**src/rtl/interp_rate_sched.sv**
```systemverilog
// Rate sequencer for a 2^RATIO_LOG2 interpolation chain: one-entry input buffer,
// per-period sample load into the filter, cascaded stage strobes, underrun and flush.
module interp_rate_sched #(
  parameter int RATIO_LOG2       = 7,
  parameter int NUM_STAGES       = 4,
  parameter int DW               = 16,
  parameter int FLUSH_PERIODS    = 8,
  parameter bit HOLD_ON_UNDERRUN = 1'b1
) (
  input  logic                         clk,
  input  logic                         rst,
  input  logic                         enable,
  input  logic                         clr_status,
  input  logic                         s_valid,
  output logic                         s_ready,
  input  logic signed [DW-1:0]         s_data,
  output logic signed [DW-1:0]         filt_din,
  output logic [NUM_STAGES-1:0]        stage_stb,
  output logic [RATIO_LOG2-1:0]        phase,
  output logic                         running,
  output logic                         underrun,
  output logic [15:0]                  underrun_cnt
);

  localparam logic [RATIO_LOG2-1:0] CNT_MAX = '1;
  localparam int FW = (FLUSH_PERIODS > 0) ? $clog2(FLUSH_PERIODS + 1) : 1;
  localparam logic [FW-1:0] FLUSH_LAST = FW'(FLUSH_PERIODS);

  typedef enum logic [1:0] {IDLE, PRIME, RUN, FLUSH} state_t;

  state_t                   state, state_nxt;
  logic [RATIO_LOG2-1:0]    cnt, cnt_nxt;
  logic [FW-1:0]            flush_cnt, flush_cnt_nxt;
  logic                     buf_full, buf_full_nxt;
  logic signed [DW-1:0]     buf_data;
  logic signed [DW-1:0]     filt_nxt;
  logic [NUM_STAGES-1:0]    stb_nxt;
  logic                     xfer, wrap, active_nxt, load, underrun_evt;

  function automatic logic [15:0] sat_inc16(input logic [15:0] v);
    return (v == 16'hFFFF) ? v : v + 16'd1;
  endfunction

  assign s_ready = ((state == PRIME) || (state == RUN)) && !buf_full;
  assign xfer    = s_valid && s_ready;
  assign wrap    = (cnt == CNT_MAX);
  assign running = (state == RUN);
  assign phase   = cnt;

  always_comb begin
    state_nxt = state;
    unique case (state)
      IDLE:    if (enable) state_nxt = PRIME;
      PRIME:   if (!enable) state_nxt = IDLE;
               else if (buf_full) state_nxt = RUN;
      RUN:     if (!enable) state_nxt = FLUSH;
      FLUSH:   if (wrap && (flush_cnt == FLUSH_LAST)) state_nxt = IDLE;
      default: state_nxt = IDLE;
    endcase
  end

  // Next-cycle view: strobes and the load are registered so they line up with cnt
  always_comb begin
    cnt_nxt       = ((state == RUN) || (state == FLUSH)) ? cnt + 1'b1 : '0;
    active_nxt    = (state_nxt == RUN) || (state_nxt == FLUSH);
    load          = active_nxt && (cnt_nxt == '0);
    underrun_evt  = load && (state_nxt == RUN) && !buf_full;

    filt_nxt = filt_din;
    if (load) begin
      if (state_nxt == FLUSH)     filt_nxt = '0;
      else if (buf_full)          filt_nxt = buf_data;
      else if (!HOLD_ON_UNDERRUN) filt_nxt = '0;
    end

    buf_full_nxt = buf_full;
    if ((state_nxt == IDLE) || (state_nxt == FLUSH)) buf_full_nxt = 1'b0;
    else if (load && buf_full)                       buf_full_nxt = 1'b0;
    else if (xfer)                                   buf_full_nxt = 1'b1;

    flush_cnt_nxt = (state == FLUSH) ? flush_cnt : '0;
    if (load && (state_nxt == FLUSH)) flush_cnt_nxt = flush_cnt_nxt + 1'b1;

    for (int k = 0; k < NUM_STAGES; k++)
      stb_nxt[k] = active_nxt && ((cnt_nxt & (CNT_MAX >> k)) == '0);
  end

  always_ff @(posedge clk) begin
    if (rst) begin
      state        <= IDLE;
      cnt          <= '0;
      flush_cnt    <= '0;
      buf_full     <= 1'b0;
      stage_stb    <= '0;
      filt_din     <= '0;
      underrun     <= 1'b0;
      underrun_cnt <= '0;
    end else begin
      state     <= state_nxt;
      cnt       <= cnt_nxt;
      flush_cnt <= flush_cnt_nxt;
      buf_full  <= buf_full_nxt;
      stage_stb <= stb_nxt;
      filt_din  <= filt_nxt;
      // A fresh underrun wins over a simultaneous clear and restarts the count
      if (underrun_evt) begin
        underrun     <= 1'b1;
        underrun_cnt <= clr_status ? 16'd1 : sat_inc16(underrun_cnt);
      end else if (clr_status) begin
        underrun     <= 1'b0;
        underrun_cnt <= '0;
      end
    end
  end

  always_ff @(posedge clk) begin
    if (xfer) buf_data <= s_data;
  end

endmodule

```
**config.mk**
```make
export PLATFORM = sky130hd
export DESIGN_NAME = interp_rate_sched
export DESIGN_NICKNAME = d
export VERILOG_FILES = /design/src/rtl/interp_rate_sched.sv
export SDC_FILE = /design/constraint.sdc
export NUM_CORES = 1
export LEC_CHECK = 0
export ABC_AREA = 1
export CORE_MARGIN = 4
export CORE_UTILIZATION = 44
export CTS_CLUSTER_DIAMETER = 50
export CTS_CLUSTER_SIZE = 40
export DETAILED_ROUTE_END_ITERATION = 10
export PLACE_DENSITY = 0.8
export SYNTH_ARGS = -nofsm -noshare
export SYNTH_HDL_FRONTEND = slang
export SYNTH_SLANG_ARGS = --single-unit
```
**constraint.sdc**
```tcl
create_clock -name clk -period 3 [get_ports clk]
set_input_delay 0.6 -clock clk [delete_from_list [all_inputs] [get_ports clk]]
set_output_delay 0.6 -clock clk [all_outputs]
set_load 0.005 [all_outputs]
```
==> results of run 1 <==
[cell families (layout without fill, tap and decap cells)]
group           count (synthesis)  count (layout)  share of synthesized area
xor+xnor                        6               6                     0.0162
compound gates                 50              50                     0.0950
fa+ha+maj                       9               9                     0.0346
buf+inv                        60             134                     0.0766
simple gates                  206             206                      0.316
flops                          67              67                      0.462
[synth_stat cells]
cell	n	area [um2]
a21boi_0	1	7.51
a21oi_1	26	130
a21oi_2	10	87.6
a311oi_1	1	8.76
a31oi_1	1	6.26
and3_1	1	6.26
buf_1	2	7.51
buf_2	1	5.00
buf_4	1	7.51
buf_6	1	11.3
buf_8	1	15.0
clkbuf_1	6	22.5
clkinv_1	1	3.75
dfxtp_1	51	1020
edfxtp_1	16	480
ha_1	9	113
inv_1	44	165
inv_2	3	11.3
nand2_1	91	342
nand2_2	2	12.5
nand2_4	1	11.3
nand3_1	39	195
nand3_2	14	140
nand4_1	7	43.8
nand4_2	1	12.5
nor2_1	37	139
nor2_2	1	6.26
nor2_4	3	33.8
nor2_8	2	40.0
nor3_1	3	15.0
nor3_2	1	10.0
nor3b_1	1	7.51
nor4_1	2	12.5
o2111ai_1	1	8.76
o211ai_2	1	12.5
o21ai_0	7	35.0
o21ai_1	1	5.00
o21bai_1	1	7.51
xnor2_1	2	17.5
xor2_1	4	35.0
[registers in the layout, indices dropped and copies added, names as in the netlist]
name / count
stage_stb: 4
phase: 7
buf_data: 16
underrun: 1
buf_full: 1
flush_cnt: 4
state: 2
underrun_cnt: 16
filt_din: 16
[layout by cell type (no fill, tap or decap), drive strengths merged, types with 2 or more instances in the layout]
cell type,Yosys,routed
inv,47,49
nand4,8,8
ha,9,9
nor4,2,2
nand3,53,53
o21ai,8,8
nor3,4,4
nor2,43,43
clkbuf,6,9
edfxtp,16,16
dfxtp,51,51
nand2,94,94
xnor2,2,2
xor2,4,4
clkinvlp,0,4
clkinv,1,2
clkdlybuf4s50,0,66
a21oi,36,36
buf,6,4
[stage by stage]
step	cell area, um2	std cells
final	4170	571
after global routing	4170	571
after CTS	4170	571
after detailed placement	4000	555
after global placement	4000	555
after floorplan	3250	398
[routing by layer]
metal	wire length, um	track usage
met5	0	0
met1	3140	0.207
met4	130	0.0758
met3	471	0.0505
met2	3460	0.289
[worst max-delay path, stage by stage, from the launching register on]
cell and delay, ns:
dfxtp_1 0.45, ha_1 0.29, nand3_2 0.11, nor2_1 0.17
nand2_1 0.08, nand2_1 0.06, nand2_1 0.04, nand2_1 0.07
nand2_2 0.15, ha_1 0.24, nand2_1 0.06, inv_1 0.08
nand4_2 0.27, nand2_1 0.11, nor2_1 0.11, nor2_1 0.05
[power by group]
part	switching, mW	internal [mW]	leakage, nW	total (mW)
Clock	0.362	0.303	0.0783	0.665
Sequential	0.0119	0.946	0.558	0.958
Combinational	0.0602	0.0480	0.954	0.108
[worst max-delay path by stage]
| stage | from | end | cells past startpoint |
|---|---|---|---|
| 3_5_place_dp | enable | underrun_cnt[13] | 12 |
| 3_3_place_gp | enable | underrun_cnt[11] | 12 |
| 5_1_grt | phase[0] | underrun_cnt[13] | 14 |
| 6_report | phase[0] | underrun_cnt[11] | 15 |
| 4_1_cts | state[1] | s_ready | 5 |
| 2_1_floorplan | phase[0] | filt_din[7] | 13 |
[area by class of cell]
type / count / share of cell area
inverter: 48 / 0.0432
sequential: 67 / 0.360
multi-input combinational: 271 / 0.360
clock inverter: 7 / 0.0126
tap: 99 / 0.0297
clock buffer: 9 / 0.0297
timing repair buffer: 70 / 0.165
==> key figures, run 1 <==
Die
  – Starting density of the core: 0.451
  – Die Ht: 94.0 um
  – Die Area: around 8800 um2
  – Io pins: 67
  – Die Span X: between 90 and 100 um
  – Row count: 31
  – Core Footprint: between 7000 and 8000 um2

Timing
  – Worst Skew: 0.00779 ns
  – Rel. slew slack: 0.494
  – Final worst slack: between 0.5 and 0.6 ns
  – Sum Neg Setup Slack: 0 ns
  – Fin. Hold Viols: 0
  – Final period util: 0.821
  – F_max: around 410 MHz
  – Max Slew Vio Count: 0
  – Final setup viols: 0
  – Final hold slack: 0.468 ns
  – Minimum clock period: about 2.5 ns
  – RSZ-0062 raised after global routing: false
  – Actual slew at the worst max-slew pin: roughly 0.76 ns

Pwr
  – Worst IR Drop VDD: between 0.3 and 0.4 mV
  – Leak Pwr: 1.59 nW
  – Total power draw: roughly 1.7 mW
  – Pwr/cell area: just over 400 nW/um2

Synth
  – Synthesized area: 3250 um2
  – Yosys warning count: 0
  – Cells after Synth: 398
  – Seq/Total Area, Yosys: 0.462
  – Seq cells post-synth: 67
  – Avg Inst Size Synth: 8.17 um2
  – Cell variety after synth: 40
  – Syn Nets: about 430

Clock network
  – Cts hold-fix bufs: 0
  – Clk Latency, worst-skew pair: roughly 0.34 ns
  – Reg clk slew, reported paths: 0.08 ns
  – Postcts setup bufs: 0
  – CTS tree: built
  – TritonCTS Sinks: 67
  – CTS max path bufs: 2
  – CTS resizes: 0
  – Root Buffer: clkbuf_8
  – Max H-tree Level: 3
  – Inserted Clock Buffers: 9

Placement
  – Dpl hpwl: 5.20 mm
  – Number of port buffers: 66
  – RePlAce Congestion: 0.860
  – Dpl ws: ~0.29 ns

Global route
  – Total gr overflow: 0
  – Largest net degree at the start of global routing: 37
  – Vias in the first global route: between 2000 and 3000
  – First-pass GRT wire length: between 10 and 15 mm
  – Gr usage total: 0.174
  – Initial antenna violation count: 0

Final layout
  – Register area: about 1500 um2
  – FILL cells: between 600 and 700
  – P&R area growth vs syn: 28.4%
  – Share of layout cells above drive strength 1: 0.125
  – Area of the multi-input gates: about 1500 um2
  – Finished Core Util: 0.579
  – Final #Nets: between 400 and 500
  – Diode count: 0

Critical path
  – Nature of the critical path startpoint: flop
  – Critical path class: flop to flop
  – Worst reg-to-reg setup slack: between 0.5 and 0.6 ns
  – FF-to-FF End: underrun_cnt[11]
  – R2R cell count: 15
  – Critical Path RT: approximately 3.2 ns
  – Reg2Reg Launch Point: phase[0]
  – Crit-path max FO: 14
  – Worst EP arrival: between 2 and 3 ns
  – CP endpoint kind: flop

Drt
  – Post-DRT Antenna Nets: 0
  – Vias after detailed routing: between 2000 and 3000
  – DR pass1 iterations: 4
  – Total Wirelength: between 7 and 8 mm
  – DR WL/cell: ~13 um
  – Post-DR vias/cell: a little under 5
  – Number of remaining DRC errors: 0
  – DR iter-0 viols: between 200 and 250

Outcome
  – Outcome: completed

Flow run
  – Total of max-cap violations: 0

Worst hold path
  – Hold Path Stages: 2
  – Hold crit path type: flop to flop
  – Min-delay src: filt_din[2]
  – Hold EP: filt_din[2]
Note: power is estimated with default switching activity, not from simulation.
==> inputs of run 2 (changes only) <==
--- a/config.mk
+++ b/config.mk
@@ -11,7 +11,7 @@
 export CTS_CLUSTER_DIAMETER = 50
 export CTS_CLUSTER_SIZE = 40
 export DETAILED_ROUTE_END_ITERATION = 10
-export PLACE_DENSITY = 0.8
+export PLACE_DENSITY = 0.83
 export SYNTH_ARGS = -nofsm -noshare
 export SYNTH_HDL_FRONTEND = slang
 export SYNTH_SLANG_ARGS = --single-unit
==> constraint.sdc (replaced) <==
create_clock -name clk -period 2 [get_ports clk]
set_input_delay 0.4 -clock clk [delete_from_list [all_inputs] [get_ports clk]]
set_output_delay 0.4 -clock clk [all_outputs]
set_load 0.005 [all_outputs]
==> run 2 against run 1 <==
The run now ends with setup timing left. Non-clock buffer count rose by 52. Die area unchanged. Worst hold slack improved by 0.013 ns. Count of clock-buffer cells in the layout rose by 2. Total power rose by 76%. Critical endpoint is now flush_cnt[3]. Largest cell class is now multi-input combinational cells. Highest routed layer unchanged.
==> key figures, run 2 (synthesis gave the netlist of run 1 again) <==
Outcome
  – Outcome: complete, but fails checks (was completed)
  – Failing checks: setup timing

Critical path
  – Largest stage delay, worst path: 0.34 ns (was 0.45 ns)
  – Critical path class: flop to flop (unchanged)
  – Most frequent CP cell: a21oi_2 (was nand2_1)
  – Critical Path RT: 2.24 ns (was 3.24 ns)
  – Worst reg-to-reg setup slack: -0.18 ns (was 0.54 ns)
  – CP endpoint kind: flop (unchanged)
  – Cells along the critical path: inv_2 > ha_4 > inv_1 > o21ai_2 > a21oi_2 > a21oi_2 > buf_4 > ha_2 > clkinv_2 > nor2_4 > nand2_1 > o21ai_1 > nor2_1 (was ha_1 > nand3_2 > nor2_1 > nand2_1 > nand2_1 > nand2_1 > nand2_1 > nand2_2 > ha_1 > nand2_1 > inv_1 > nand4_2 > nand2_1 > nor2_1 > nor2_1)
  – Critical path's slowest cell: dfxtp_2 (was dfxtp_1)
  – Nature of the critical path startpoint: flop (unchanged)
  – Worst Setup SP: state[0] (was phase[0])
  – FF-to-FF End: flush_cnt[3] (was underrun_cnt[11])
  – Critical Path Sink: flush_cnt[3] (was underrun_cnt[11])
  – Worst EP arrival: 2.42 ns (was 2.70 ns)
  – R2R cell count: 13 (was 15)
  – Crit-path max FO: 7 (was 14)
  – Reg2Reg Launch Point: state[0] (was phase[0])

Clock network
  – Root Buffer: clkbuf_8 (unchanged)
  – TritonCTS Sinks: 67 (unchanged)
  – Max H-tree Level: 3 (unchanged)
  – Clk Latency, worst-skew pair: 0.35 ns (was 0.34 ns)
  – Cts hold-fix bufs: 0 (unchanged)
  – Inserted Clock Buffers: 9 (unchanged)
  – CTS max path bufs: 2 (unchanged)
  – CTS tree: built (unchanged)
  – Reg clk slew, reported paths: 0.07 ns (was 0.08 ns)

Die
  – Row count: 31 (unchanged)
  – Core Footprint: 7210 um2 (unchanged)
  – Die Span X: 94.0 um (unchanged)
  – Die Ht: 94.0 um (unchanged)
  – Io pins: 67 (unchanged)
  – Die Area: 8830 um2 (unchanged)
  – Starting density of the core: 0.451 (unchanged)

Final layout
  – Commonest non-fill, non-tap cell in the layout: nand2_1 (unchanged)
  – Area of the multi-input gates: 1800 um2 (was 1500 um2)
  – Share of layout cells above drive strength 1: 0.322 (was 0.125)
  – Register area: 1510 um2 (was 1500 um2)
  – Finished Core Util: 0.694 (was 0.579)
  – P&R area growth vs syn: 54.1% (was 28.4%)
  – Largest regs: buf_data x16, filt_din x16, underrun_cnt x16 (unchanged)
  – FILL cells: 476 (was 646)
  – Diode count: 0 (unchanged)
  – Final #Nets: 550 (was 497)
  – Most frequent cells in the layout: nand2_1 (80), clkdlybuf4s50_1 (63), buf_4 (48) (was nand2_1 (91), clkdlybuf4s50_1 (66), dfxtp_1 (51))

Pwr
  – Total power draw: 3.05 mW (was 1.73 mW)
  – Leak Pwr: 1.93 nW (was 1.59 nW)
  – Worst IR Drop VDD: 0.434 mV (was 0.310 mV)
  – Pwr/cell area: 610 nW/um2 (was 415 nW/um2)

Global route
  – Initial antenna violation count: 0 (unchanged)
  – Met1 Use GR: 0.250 (was 0.207)
  – First-pass GRT wire length: 14.9 mm (was 12.2 mm)
  – Met2 usage: 0.371 (was 0.289)
  – Busiest grt layer: met2 (unchanged)
  – Largest net degree at the start of global routing: 37 (unchanged)
  – Met3 usage: 0.0609 (was 0.0505)
  – Vias in the first global route: 3161 (was 2690)
  – Total gr overflow: 0 (unchanged)
  – Gr usage total: 0.213 (was 0.174)

Drt
  – DR iter-0 viols: 469 (was 209)
  – DR WL/cell: 17.8 um (was 12.6 um)
  – Total Wirelength: 11.1 mm (was 7.20 mm)
  – Post-DRT Antenna Nets: 0 (unchanged)
  – Number of remaining DRC errors: 0 (unchanged)
  – Vias after detailed routing: 3474 (was 2802)
  – DR pass1 iterations: 5 (was 4)
  – Post-DR vias/cell: 5.57 (was 4.91)

Timing
  – Max Slew Vio Count: 0 (unchanged)
  – F_max: 459 MHz (was 406 MHz)
  – Rel. slew slack: 0.686 (was 0.494)
  – Worst Skew: 0.00821 ns (was 0.00779 ns)
  – Final worst slack: -0.181 ns (was 0.536 ns)
  – Final period util: 1.09 (was 0.821)
  – Final setup viols: 38 (was 0)
  – Actual slew at the worst max-slew pin: 0.471 ns (was 0.759 ns)
  – Minimum clock period: 2.18 ns (was 2.46 ns)
  – Fin. Hold Viols: 0 (unchanged)
  – RSZ-0062 raised after global routing: true (was false)

Placement
  – RePlAce Congestion: 0.834 (was 0.860)
  – Dpl hpwl: 5.89 mm (was 5.20 mm)
  – Number of port buffers: 66 (unchanged)

Worst hold path
  – Hold crit path type: flop to flop (unchanged)
  – Min-delay src: filt_din[2] (unchanged)

Flow run
  – Total of max-cap violations: 0 (unchanged)
## run 2: critical path, delay by kind of cell, from the launching register on
kind | cells | cell delay, ns
AO/OA/AOI/OAI | 4 | 0.60
adder cells (fa/ha/maj) | 2 | 0.39
buffers and inverters | 4 | 0.41
flip-flops | 1 | 0.34
AND/OR/NAND/NOR | 3 | 0.34
## run 2: how the worst min path moves through the flow
stage / depth (start not counted) / end
after global placement: 2 / filt_din[2]
after floorplan: 2 / filt_din[2]
after global routing: 2 / filt_din[6]
final: 2 / filt_din[2]
after detailed placement: 2 / filt_din[2]
after CTS: 2 / filt_din[2]
## run 2: layer usage
metal / part of all wire / vias up
met5: 0 / -
met4: 0.056 / 0
met3: 0.079 / 76
met2: 0.49 / 242
met1: 0.38 / 1604
li1: - / 1552
## run 2: final cells by class
| class | count | share of cell area |
|---|---|---|
| clock inverters | 5 | 0.0167 |
| multi-input cells | 272 | 0.360 |
| repair buffers | 122 | 0.229 |
| flip-flops and latches | 67 | 0.302 |
| well taps | 99 | 0.0247 |
| clock buffers | 11 | 0.0302 |
| inverters | 48 | 0.0377 |
## run 2: repair_timing
item                                    4_1_cts  5_1_grt
buffers inserted                              4       10
gates resized for setup                      25       55
gates cloned                                  1        0
pin swaps                                    12       37
endpoints found under the setup margin       40       38
## run 2: report_power, final
part	leakage [nW]	switching, mW	internal [mW]
registers	0.561	0.0188	1.42
logic	1.25	0.159	0.130
clock network	0.112	0.555	0.774
total	1.93	0.733	2.32
## run 2: metrics by stage
stage / setup WS [ns] / TNS, ns / cells / hold slack [ns] / instance area (um2)
CTS: -0.0155 / -0.0515 / 614 / 0.477 / 4710
global route: -0.263 / -6.07 / 624 / 0.495 / 5010
finish: -0.181 / -3.85 / 624 / 0.480 / 5010
floorplan: 0.0136 / 0 / 398 / 0.462 / 3290
detailed placement: -0.382 / -11.67 / 593 / 0.466 / 4360
global placement: -0.290 / -8.26 / 593 / 0.458 / 4360
